**config.mk**
```make
export PLATFORM = sky130hd
export DESIGN_NAME = runahead_queue_flat
export DESIGN_NICKNAME = d
export VERILOG_FILES = /design/src/rtl/runahead_queue_if.sv /design/src/rtl/runahead_queue.sv /design/src/flat_wrapper.sv
export SDC_FILE = /design/constraint.sdc
export NUM_CORES = 1
export LEC_CHECK = 0
export CORE_UTILIZATION = 45
export DETAILED_ROUTE_END_ITERATION = 10
export GPL_TIMING_DRIVEN = 1
export HOLD_SLACK_MARGIN = 0.1
export PLACE_DENSITY = 0.67
export SLEW_MARGIN = 20
export SYNTH_ARGS = -nofsm -noshare
export SYNTH_HDL_FRONTEND = slang
export SYNTH_SLANG_ARGS = --single-unit
```
**constraint.sdc**
```tcl
create_clock -name clk -period 2.7 [get_ports clk]
set_input_delay 0.405 -clock clk [delete_from_list [all_inputs] [get_ports clk]]
set_output_delay 0.405 -clock clk [all_outputs]
set_load 0.1 [all_outputs]
```
**src/rtl/runahead_queue_if.sv**
```systemverilog
// Handshake bundle between runahead validation, the runahead queue and the issue path.
// The slave modport is the queue; the master modport is the validation/issue side.
interface runahead_queue_if;
  logic        RunaheadEnqueueValid;
  logic [15:0] RunaheadEnqueueInstruction;
  logic        RunaheadEnqueueAForward;
  logic        RunaheadEnqueueBForward;
  logic        RunaheadFlush;
  logic        RunaheadIssueReady;
  logic        RunaheadIssueValid;
  logic [15:0] RunaheadIssueInstruction;
  logic        RunaheadIssueAForward;
  logic        RunaheadIssueBForward;

  // Enqueue has no backpressure: a push is taken when the queue has room (or pops
  // in the same cycle), otherwise dropped. Issue side: a transfer happens on a
  // clk_en cycle where RunaheadIssueValid && RunaheadIssueReady.
  modport slave (
    input  RunaheadEnqueueValid, RunaheadEnqueueInstruction,
    input  RunaheadEnqueueAForward, RunaheadEnqueueBForward,
    input  RunaheadFlush, RunaheadIssueReady,
    output RunaheadIssueValid, RunaheadIssueInstruction,
    output RunaheadIssueAForward, RunaheadIssueBForward
  );

  modport master (
    output RunaheadEnqueueValid, RunaheadEnqueueInstruction,
    output RunaheadEnqueueAForward, RunaheadEnqueueBForward,
    output RunaheadFlush, RunaheadIssueReady,
    input  RunaheadIssueValid, RunaheadIssueInstruction,
    input  RunaheadIssueAForward, RunaheadIssueBForward
  );
endinterface

```
**src/rtl/runahead_queue.sv**
```systemverilog
// Circular replay FIFO for instructions diverted by runahead operand validation.
// Define RUNAHEAD_QUEUE_HIGHWATER_EN to add the QueueAlmostFull output.
module runahead_queue #(
  parameter int DEPTH      = 8,
  parameter int HIGH_WATER = 6
) (
  input  logic                   clk,
  input  logic                   clk_en,
  input  logic                   sync_rst,
  runahead_queue_if.slave        ifc,
  output logic [$clog2(DEPTH):0] QueueCount,
  output logic                   QueueFull,
  output logic                   QueueOverflow
`ifdef RUNAHEAD_QUEUE_HIGHWATER_EN
  ,
  output logic                   QueueAlmostFull
`endif
);
  localparam int PW = $clog2(DEPTH);
  localparam int CW = PW + 1;

  if ((DEPTH < 2) || ((DEPTH & (DEPTH - 1)) != 0)) begin : g_bad_depth
    $error("runahead_queue: DEPTH must be a power of two >= 2");
  end
  if ((HIGH_WATER < 1) || (HIGH_WATER > DEPTH)) begin : g_bad_high_water
    $error("runahead_queue: HIGH_WATER must lie in 1..DEPTH");
  end

  logic [17:0]   mem_q [DEPTH];
  logic [PW-1:0] head_q, head_d;
  logic [PW-1:0] tail_q, tail_d;
  logic [CW-1:0] count_q, count_d;
  logic          overflow_q, overflow_d;

  logic full;
  logic pop;
  logic push;
  logic flush_en;
  logic [17:0] head_entry;

  assign full       = (count_q == CW'(DEPTH));
  assign head_entry = mem_q[head_q];
  assign flush_en   = ifc.RunaheadFlush && clk_en;
  assign pop        = (count_q != '0) && ifc.RunaheadIssueReady && clk_en;
  // A full queue still accepts a push when the head leaves in the same cycle.
  assign push       = ifc.RunaheadEnqueueValid && clk_en && (!full || pop);

  always_comb begin
    head_d     = head_q;
    tail_d     = tail_q;
    count_d    = count_q;
    overflow_d = overflow_q;
    if (flush_en) begin
      head_d  = '0;
      tail_d  = '0;
      count_d = '0;
    end else begin
      if (pop)  head_d = head_q + PW'(1);
      if (push) tail_d = tail_q + PW'(1);
      if (push && !pop)      count_d = count_q + CW'(1);
      else if (pop && !push) count_d = count_q - CW'(1);
      if (ifc.RunaheadEnqueueValid && clk_en && !push) overflow_d = 1'b1;
    end
  end

  always_ff @(posedge clk) begin
    if (sync_rst) begin
      head_q     <= '0;
      tail_q     <= '0;
      count_q    <= '0;
      overflow_q <= 1'b0;
    end else if (clk_en) begin
      head_q     <= head_d;
      tail_q     <= tail_d;
      count_q    <= count_d;
      overflow_q <= overflow_d;
    end
  end

  // Entry storage is deliberately left unreset.
  always_ff @(posedge clk) begin
    if (!sync_rst && !flush_en && push) begin
      mem_q[tail_q] <= {ifc.RunaheadEnqueueBForward, ifc.RunaheadEnqueueAForward,
                        ifc.RunaheadEnqueueInstruction};
    end
  end

  assign ifc.RunaheadIssueValid       = (count_q != '0);
  assign ifc.RunaheadIssueInstruction = head_entry[15:0];
  assign ifc.RunaheadIssueAForward    = head_entry[16];
  assign ifc.RunaheadIssueBForward    = head_entry[17];

  assign QueueCount    = count_q;
  assign QueueFull     = full;
  assign QueueOverflow = overflow_q;

`ifdef RUNAHEAD_QUEUE_HIGHWATER_EN
  assign QueueAlmostFull = (count_q >= CW'(HIGH_WATER));
`endif
endmodule
```
**src/flat_wrapper.sv**
```systemverilog
// flat-port wrapper written by rule: the top's interface ports become plain ports
module runahead_queue_flat 
#(
  parameter int DEPTH      = 8,
  parameter int HIGH_WATER = 6
)
  (clk, clk_en, sync_rst, QueueCount, QueueFull, QueueOverflow, ifc_RunaheadEnqueueValid, ifc_RunaheadEnqueueInstruction, ifc_RunaheadEnqueueAForward, ifc_RunaheadEnqueueBForward, ifc_RunaheadFlush, ifc_RunaheadIssueReady, ifc_RunaheadIssueValid, ifc_RunaheadIssueInstruction, ifc_RunaheadIssueAForward, ifc_RunaheadIssueBForward);
  runahead_queue_if ifc_i ();
  input  logic clk;
  input  logic clk_en;
  input  logic sync_rst;
  output logic [$clog2(DEPTH):0] QueueCount;
  output logic QueueFull;
  output logic QueueOverflow;
  input wire logic [$bits(ifc_i.RunaheadEnqueueValid)-1:0] ifc_RunaheadEnqueueValid;
  input wire logic [$bits(ifc_i.RunaheadEnqueueInstruction)-1:0] ifc_RunaheadEnqueueInstruction;
  input wire logic [$bits(ifc_i.RunaheadEnqueueAForward)-1:0] ifc_RunaheadEnqueueAForward;
  input wire logic [$bits(ifc_i.RunaheadEnqueueBForward)-1:0] ifc_RunaheadEnqueueBForward;
  input wire logic [$bits(ifc_i.RunaheadFlush)-1:0] ifc_RunaheadFlush;
  input wire logic [$bits(ifc_i.RunaheadIssueReady)-1:0] ifc_RunaheadIssueReady;
  output wire logic [$bits(ifc_i.RunaheadIssueValid)-1:0] ifc_RunaheadIssueValid;
  output wire logic [$bits(ifc_i.RunaheadIssueInstruction)-1:0] ifc_RunaheadIssueInstruction;
  output wire logic [$bits(ifc_i.RunaheadIssueAForward)-1:0] ifc_RunaheadIssueAForward;
  output wire logic [$bits(ifc_i.RunaheadIssueBForward)-1:0] ifc_RunaheadIssueBForward;
  assign ifc_i.RunaheadEnqueueValid = ifc_RunaheadEnqueueValid;
  assign ifc_i.RunaheadEnqueueInstruction = ifc_RunaheadEnqueueInstruction;
  assign ifc_i.RunaheadEnqueueAForward = ifc_RunaheadEnqueueAForward;
  assign ifc_i.RunaheadEnqueueBForward = ifc_RunaheadEnqueueBForward;
  assign ifc_i.RunaheadFlush = ifc_RunaheadFlush;
  assign ifc_i.RunaheadIssueReady = ifc_RunaheadIssueReady;
  assign ifc_RunaheadIssueValid = ifc_i.RunaheadIssueValid;
  assign ifc_RunaheadIssueInstruction = ifc_i.RunaheadIssueInstruction;
  assign ifc_RunaheadIssueAForward = ifc_i.RunaheadIssueAForward;
  assign ifc_RunaheadIssueBForward = ifc_i.RunaheadIssueBForward;
  runahead_queue #(.DEPTH(DEPTH), .HIGH_WATER(HIGH_WATER)) u_core (.clk(clk), .clk_en(clk_en), .sync_rst(sync_rst), .ifc(ifc_i), .QueueCount(QueueCount), .QueueFull(QueueFull), .QueueOverflow(QueueOverflow));
endmodule
```
### Word level (Yosys, flattened, before mapping)

Memory sizes are Yosys's and may differ from the RTL's. A register that Yosys moved wholly into a read port is not among the register bits.
Cells that the tools add are included.

| storage, ports and cells | value |
|---|---|
| bits in registers | 11 |
| memory bits (writable) | 144 |
| input bits | 24 |
| output and inout port bits | 25 |
| logic and storage cells | 46 |
| memories kept | 1 |

| cells by class | value |
|---|---|
| add/sub/neg operators | 4 |
| equal/unequal tests | 1 |
| muxes and demuxes | 11 |
| bitwise logic cells | 1 |
| reductions and logical operators | 24 |

Memory list:

| memory | words | width | rd ports | clocked after memory_dff | write ports | line | RTL |
|---|---|---|---|---|---|---|---|
| u_core.mem_q | 8 | 18 | 1 | 1 | 1 | runahead_queue.sv:29 | `logic [17:0] mem_q [DEPTH];` |

Operators by type and width:

| kind | count |
|---|---|
| $mux 3 | 6 |
| $mux 4 | 3 |
| $logic_and 1x1->1 | 10 |
| $add 3x1->3 const B | 2 |
| $reduce_and 2->1 | 3 |
| $logic_not 1->1 | 5 |
| $add 4x1->4 const B | 1 |
| $eq 4x4->1 const B | 1 |
| $reduce_bool 2->1 | 2 |
| $reduce_bool 4->1 | 1 |
| $sub 4x1->4 const B | 1 |
| $reduce_and 3->1 | 1 |
| $reduce_bool 3->1 | 1 |
| $mux 1 | 2 |
| $logic_or 1x1->1 | 1 |
| $not 1->1 | 1 |

### Longest topological paths before layout

Gate-level depths: netlist of run 1.

| logic depth | value |
|---|---|
| depth after elaboration | 10 |
| depth in mapped cells | 10 |
| mapped depth without buffers | 10 |

### Worst setup path before layout of run 1

Ideal clock, no wire load.

| timing path | value |
|---|---|
| kind | register -> register |
| start | register u_core.count_q[3] (netlist: u_core.QueueCount[3]) |
| end | register u_core.count_q[3] (netlist: u_core.QueueCount[3]) |
| library setup time | 120 ps |
| data arrival time | 3304 ps |
| required time | 2580 ps |
| slack | -723 ps |
| cell stages (with the launch flop) | 11 |
| path buffers | 0 |
| period minus slack after synthesis | 3423 ps |
| cells stage by stage | dfxtp_1 or4_4 and3_1 inv_1 ha_1 inv_1 ha_1 a21o_2 a2111oi_0 a2111oi_0 a211o_1 |

| between the ends | value |
|---|---|
| word-level cells in the longest chain between the ends | 9 |
| elaborated cells on any way between the ends | 18 |
| classes of those cells | 2 x add/sub; 1 x eq/ne; 3 x mux; 12 x reduce/logical |

RTL lines:

| item | line | RTL |
|---|---|---|
| from (decl) | runahead_queue.sv:32 | `logic [CW-1:0] count_q, count_d;` |
| from (signal assigned) | runahead_queue.sv:75 | `count_q <= count_d;` |
| $reduce_bool 4->1 * | -- |  |
| named net ifc_RunaheadIssueValid | flat_wrapper.sv:21 | `output wire logic [$bits(ifc_i.RunaheadIssueValid)-1:0] ifc_RunaheadIssueValid;` |
| $logic_and 1x1->1 * (2 in series) | runahead_queue.sv:44 | `assign pop = (count_q != '0) && ifc.RunaheadIssueReady && clk_en;` |
| $logic_or 1x1->1 | runahead_queue.sv:46 | `assign push = ifc.RunaheadEnqueueValid && clk_en && (!full \|\| pop);` |
| $logic_and 1x1->1 | runahead_queue.sv:46 |  |
| $logic_not 1->1 | runahead_queue.sv:61 | `else if (pop && !push) count_d = count_q - CW'(1);` |
| $logic_and 1x1->1 | runahead_queue.sv:61 |  |
| $reduce_bool 3->1 (no line) | -- |  |
| $reduce_and 2->1 (no line) | -- |  |

Mark *: on every way through the listed nets, which the timed path passes. The rest lies on a longest branch. The select of a mux whose other input is x is not followed.
A chain may end at the register's enable or synchronous reset.

### Final worst setup path of run 1

| timing path | value |
|---|---|
| start | register u_core.count_q[1] (netlist: u_core.QueueCount[1]) |
| end | register u_core.count_q[3] (netlist: u_core.QueueCount[3]) |

| between the ends | value |
|---|---|
| word-level cells in the longest chain between the ends | 9 |
| elaborated cells on any way between the ends | 18 |
| classes of those cells | 2 x add/sub; 1 x eq/ne; 3 x mux; 12 x reduce/logical |

RTL lines:

| item |
|---|
| parallel branches: the longest is 9 deep, another holds $sub 4x1->4 |

Several ways; the timed one is not identified. The select of a mux whose other input is x is not followed.

==> impl_metrics.ini, run 1 <==
[status]
status = completed

[layout]
fin_area_um2 = 7950
finalNonFillerCells = 570
diodes = 0
layout-drive-gt1-share_pct = 41.6
utilization_pct = 59.8
nNetsFinal = 411
area_growth_pct = 28.7
final_common_cell = edfxtp_1
final_cell_mix = edfxtp_1 (144), mux4_2 (36), buf_4 (35), clkdlybuf4s50_1 (23), buf_12 (21)

[run]
cap_viol_max_count = 0

[yosys]
synth-xor-area-share_pct = 0.851
synthAdderAreaFrac_pct = 1.34
synth_cell_types = 36
yosys-top-cells-area = edfxtp_1 (70%), mux4_2 (13%), dfxtp_1 (4.5%), mux2_2 (3.3%), nor2_1 (1.2%)
synth_top_family_by_area = multiplexers
synth_edf_count = 144
yosys_warnings = 0
synth_nets = 325
muxShareOfSynthArea_pct = 16.7
ys_seq_area_share_pct = 74.6
synth_seq_cells = 158
synth_compound_area_share_pct = 1.92
synthCells = 295
synth_top_area_share_pct = 70.0
synth-async-reset-ratio_pct = 0
synth.largest_area_cell = edfxtp_1
yosys.area_share.simple_pct = 3.00
syn_area_um2 = 6180
synth_ff_type = edfxtp_1
syn_avg_cell_area_um2 = 20.9

[critical_path]
crit_path_max_incr_delay_ps = 560
crit_chain = or4b_4 > o211a_4 > ha_4 > inv_4 > ha_4 > a21o_2 > a2111oi_4 > a2111oi_2 > a211o_1
cpMostUsedCell = ha_4
ff2ff_path_depth = 9
critical_path_buf_inv_count = 1
r2r-start = u_core.QueueCount[1]
worstSetupPathType = flop to flop
critPathRequiredTime_ps = 3000
timing.reg2reg.setup_slack_ps = 60
crit_start = u_core.QueueCount[1]
path_delay_family = compound AO/OA/AOI/OAI gates
cp.depth = 9
end_kind = flop
arrival_ps = 2940
cp_slowest_cell = or4b_4
path_max_fanout = 6
startpoint_type = flop

[routing]
vias_per_cell = 5.27
drt-pass1-iter-count = 4
routed_wl_mm = 11.2
drt_first_iter_violations = 153
via_count = 3003
wire_per_inst_um = 19.7
drc = 0
antenna_left = 0

[clock_network]
ctsRootBufferMaster = clkbuf_16
clk_path_buf_depth = 2
cts.sinks = 158
numCtsBuffers = 17
clk_latency_ps = 410
cts_max_level = 4
path_clk_slew_ps = 60
cts_tree = yes
ctsHoldBuffers = 0

[global_route]
grt_max_degree = 37
grt_use_total_pct = 17.1
grt_pass1_wl_mm = 17.5
grt_antenna_before_repair = 0
grt_pass1_vias = 3098
grt_overflow_total = 0

[floorplan]
die_w_um = 119
core_um2 = 13300
die_area_um2 = 14200
die_h_um = 119
start_util_pct = 46.5
num_io_pins = 49
row_count = 42

[sta]
setup_viol = 0
fin_crit_ps = 2640
maxSlewHeadroom_pct = 72.8
worst_pin_slew_ps = 404
skew_ps = 7.73
hold_viol = 0
setup_tns_ps = 0
post-route-period-util_pct = 97.6
max_freq_ghz = 0.379
slew_violations = 0

[worst_hold_path]
hp-class = flop to flop
min_path_cells = 2
hold_start = u_core.QueueOverflow

[pwr]
p_leak_uw = 0.00262
ir_worst_vdd_v = 0.000386
p_per_area_nw_per_um2 = 693

[place]
place_area_um2 = 7270
placedCellCount = 530
hpwlAfterDp_mm = 6.80
place_congestion = 0.800
place.port_buffers = 48
## path summary, 6_finish.rpt
path                                        endpoint
worst max register to register  u_core.QueueCount[3]
worst min register to register  u_core.QueueOverflow
worst max-delay path            u_core.QueueCount[3]
worst min-delay path            u_core.QueueOverflow
## routing by layer
metal | part of all wire, % | track usage [%] | vias up | wire (um)
li1 | - | - | 1379 | -
met1 | 42 | 22.5 | 1529 | 4770
met2 | 52 | 27.9 | 87 | 5850
met3 | 4.8 | 4.17 | 8 | 542
met4 | 0.70 | 6.17 | 0 | 79
met5 | 0 | 0 | - | 0
## through the flow
step | total power [uW] | hold slack, ps | setup slack [ps]
finish | 5510 | 479 | 64.7
global route | 5670 | 531 | -8.90
CTS | 5550 | 490 | 47.4
detailed placement | 3100 | 466 | 7.45
global placement | 3100 | 464 | 61.9
floorplan | 2960 | 485 | -136
## synthesized netlist by cell type (2+ instances only)
library cell	number
buf_1	2
nor3_1	5
inv_1	6
xor2_1	2
mux4_2	36
nand2b_1	4
a2111oi_0	2
a21o_1	2
mux2i_1	2
xnor2_1	4
buf_6	3
ha_1	5
buf_2	3
nor2_1	19
edfxtp_1	144
dfxtp_1	14
mux2_2	18
a21oi_1	4
clkbuf_1	2
nand2_1	2
## sequential cells by signal, summed over array words and instances (netlist names), named ones only
| signal | cells |
|---|---|
| u_core.QueueCount | 4 |
| u_core.head_q | 3 |
| u_core.tail_q | 3 |
| u_core.mem_q | 144 |
| u_core.QueueOverflow | 1 |
## power by group
group          switching, uW  internal, uW  total [uW]
Combinational            221           152         373
Clock                    879          1570        2450
Sequential              8.87          2680        2690
## kinds of logic (layout without fill, tap and decap cells)
kind of cell | after synthesis | in the layout
buf+inv | 18 | 117
simple gates | 37 | 37
fa+ha+maj | 6 | 6
flops | 158 | 158
xor+xnor | 6 | 6
mux | 56 | 56
compound gates | 14 | 14
## repair_timing
item	in CTS	in global routing
setup endpoints to repair	0	1
gates resized for setup	0	1
setup buffers	0	8
## area by class of cell
cell class	instances	area [um^2]
multi-input cells	119	1550
clock inverters	11	166
inverters	6	25.0
repair buffers	79	913
well taps	176	220
clock buffers	21	450
flip-flops and latches	158	4620
fillers	952	5350
## worst min-delay path, stage by stage (launching register included)
cell and delay [ps]:
dfxtp_1 330, nor2_1 50, nor2_1 70
Power figures use the tool's default switching activity.
==> inputs of run 2 (changes only) <==
--- a/config.mk
+++ b/config.mk
@@ -10,6 +10,7 @@
 export GPL_TIMING_DRIVEN = 1
 export HOLD_SLACK_MARGIN = 0.1
 export PLACE_DENSITY = 0.67
+export SKIP_CTS_REPAIR_TIMING = 1
 export SLEW_MARGIN = 20
 export SYNTH_ARGS = -nofsm -noshare
 export SYNTH_HDL_FRONTEND = slang
==> results of run 2 <==
The final DEF is identical to that of run 1; final timing and power are the same.
==> inputs of run 3 (changes only) <==
--- a/config.mk
+++ b/config.mk
@@ -9,7 +9,7 @@
 export DETAILED_ROUTE_END_ITERATION = 10
 export GPL_TIMING_DRIVEN = 1
 export HOLD_SLACK_MARGIN = 0.1
-export PLACE_DENSITY = 0.67
+export PLACE_DENSITY_LB_ADDON = 0.08
 export SKIP_CTS_REPAIR_TIMING = 1
 export SLEW_MARGIN = 20
 export SYNTH_ARGS = -nofsm -noshare
==> run 3 against run 2 <==
Sequential share of layout area grew 0.92 points. Die area is the same. Register-to-register slack is essentially flat. Sequential power is essentially flat. Critical endpoint unchanged. Final cell count shrank 1.4%. Hold slack gained 1.8 ps. Core utilization shrank 0.93 points. Largest cell class unchanged. Critical path depth is the same. Routed wire length shrank 0.26%.
==> impl_metrics.ini, run 3 (synthesized netlist as in run 1, its figures left out) <==
[global_route]
grt_use_total_pct = 17.8
grt_max_degree = 37
grt_pass1_wl_mm = 18.0
grt_overflow_total = 0
grt_pass1_vias = 3245
grt_antenna_before_repair = 0

[clock_network]
cts.sinks = 158
path_clk_slew_ps = 60
clk_path_buf_depth = 2
numCtsBuffers = 17
cts_max_level = 4
clk_latency_ps = 410
cts_tree = yes
ctsRootBufferMaster = clkbuf_16

[floorplan]
die_w_um = 119
die_h_um = 119
start_util_pct = 46.5
core_um2 = 13300
die_area_um2 = 14200
num_io_pins = 49
row_count = 42

[sta]
worst_pin_slew_ps = 352
skew_ps = 5.39
slew_violations = 0
hold_viol = 0
maxSlewHeadroom_pct = 76.3
fin_crit_ps = 2630
setup_viol = 0
max_freq_ghz = 0.380
finalWorstSetupSlack_ps = 68.3
post-route-period-util_pct = 97.5
rsz0062_at_grt = false

[worst_hold_path]
hp-class = flop to flop
hold_start = u_core.QueueOverflow

[routing]
drt-pass1-iter-count = 4
routed_wl_mm = 11.2
via_count = 2993
drt_first_iter_violations = 184
wire_per_inst_um = 19.9
drc = 0
vias_per_cell = 5.33
antenna_left = 0

[critical_path]
end_kind = flop
crit_start = u_core.QueueCount[2]
startpoint_type = flop
r2r-start = u_core.QueueCount[2]
critPathRequiredTime_ps = 3000
worstSetupPathType = flop to flop
path_max_fanout = 5
arrival_ps = 2930

[layout]
final_common_cell = edfxtp_1
finalNonFillerCells = 562
utilization_pct = 58.9
final_cell_mix = edfxtp_1 (144), mux4_2 (36), buf_4 (28), clkdlybuf4s50_1 (23), buf_12 (23)
layout-drive-gt1-share_pct = 39.9
nNetsFinal = 406
largest_reg_flops = 144
area_growth_pct = 26.7
diodes = 0
largest-register = u_core.mem_q

[run]
cap_viol_max_count = 0

[pwr]
ir_worst_vdd_v = 0.000432
power_uw = 5140
p_per_area_nw_per_um2 = 657
p_leak_uw = 0.00256

[place]
place.port_buffers = 48
placedCellCount = 533
hpwlAfterDp_mm = 6.85
pre_cts_ws_ps = 78.9
place_congestion = 0.741

[status]
status = completed
## run 3: changes by cell type in the layout (fill, tap and decap cells not counted)
| cell | previous run | this run |
|---|---|---|
| buf_4 | 35 | 28 |
| clkbuf_1 | 3 | 1 |
| inv_2 | 1 | 2 |
| clkbuf_8 | 1 | 0 |
| clkinv_1 | 0 | 4 |
| buf_12 | 21 | 23 |
| bufinv_16 | 4 | 1 |
| inv_4 | 1 | 0 |
| clkinvlp_4 | 3 | 0 |
| clkinv_2 | 3 | 5 |
## run 3: stage by stage
stage / hold slack, ps / instance area (um^2) / TNS (ps)
final: 481 / 7830 / 0
after global placement: 461 / 7320 / 0
after detailed placement: 470 / 7320 / 0
after floorplan: 485 / 6260 / -136
after CTS: 488 / 7830 / 0
after global routing: 545 / 7830 / 0
## run 3: report_power, final
part	switching (uW)	total [uW]	leakage (uW)	internal (uW)
sequential	8.50	2690	0.00141	2680
combinational	221	368	0.000896	147
clock	856	2080	0.000255	1230
## run 3: area by class of cell
| cell class | instances | area, um^2 |
|---|---|---|
| Clock buffer | 18 | 429 |
| Multi-Input combinational cell | 119 | 1550 |
| Sequential cell | 158 | 4620 |
| Tap cell | 176 | 220 |
| Clock inverter | 11 | 78.8 |
| Inverter | 6 | 22.5 |
| Timing Repair Buffer | 74 | 901 |
| Fill cell | 983 | 5470 |
## run 3: final timing paths
| check | cells after the start | endpoint | slack, ps |
|---|---|---|---|
| setup / recovery | 9 | u_core.QueueCount[3] | 70 |
| hold / removal | 2 | u_core.QueueOverflow | 480 |
| setup reg to reg | 9 | u_core.QueueCount[3] | 70 |
| hold reg to reg | 2 | u_core.QueueOverflow | 480 |
## run 3: critical path: stages, from the launching register on
cell,delay (ps)
dfxtp_4,360
or4b_4,580
o211a_4,270
ha_4,190
inv_2,90
ha_4,200
a21o_2,210
a2111oi_4,300
a2111oi_2,60
a211o_1,270
## run 3: layer usage
| layer | GRT usage (%) | share of wire [%] | vias to the layer above |
|---|---|---|---|
| met1 | 24.4 | 47 | 1552 |
| met4 | 6.88 | 1.5 | 0 |
| met3 | 4.79 | 3.3 | 13 |
| met2 | 27.2 | 48 | 55 |
| li1 | - | - | 1373 |
| met5 | 0 | 0 | - |
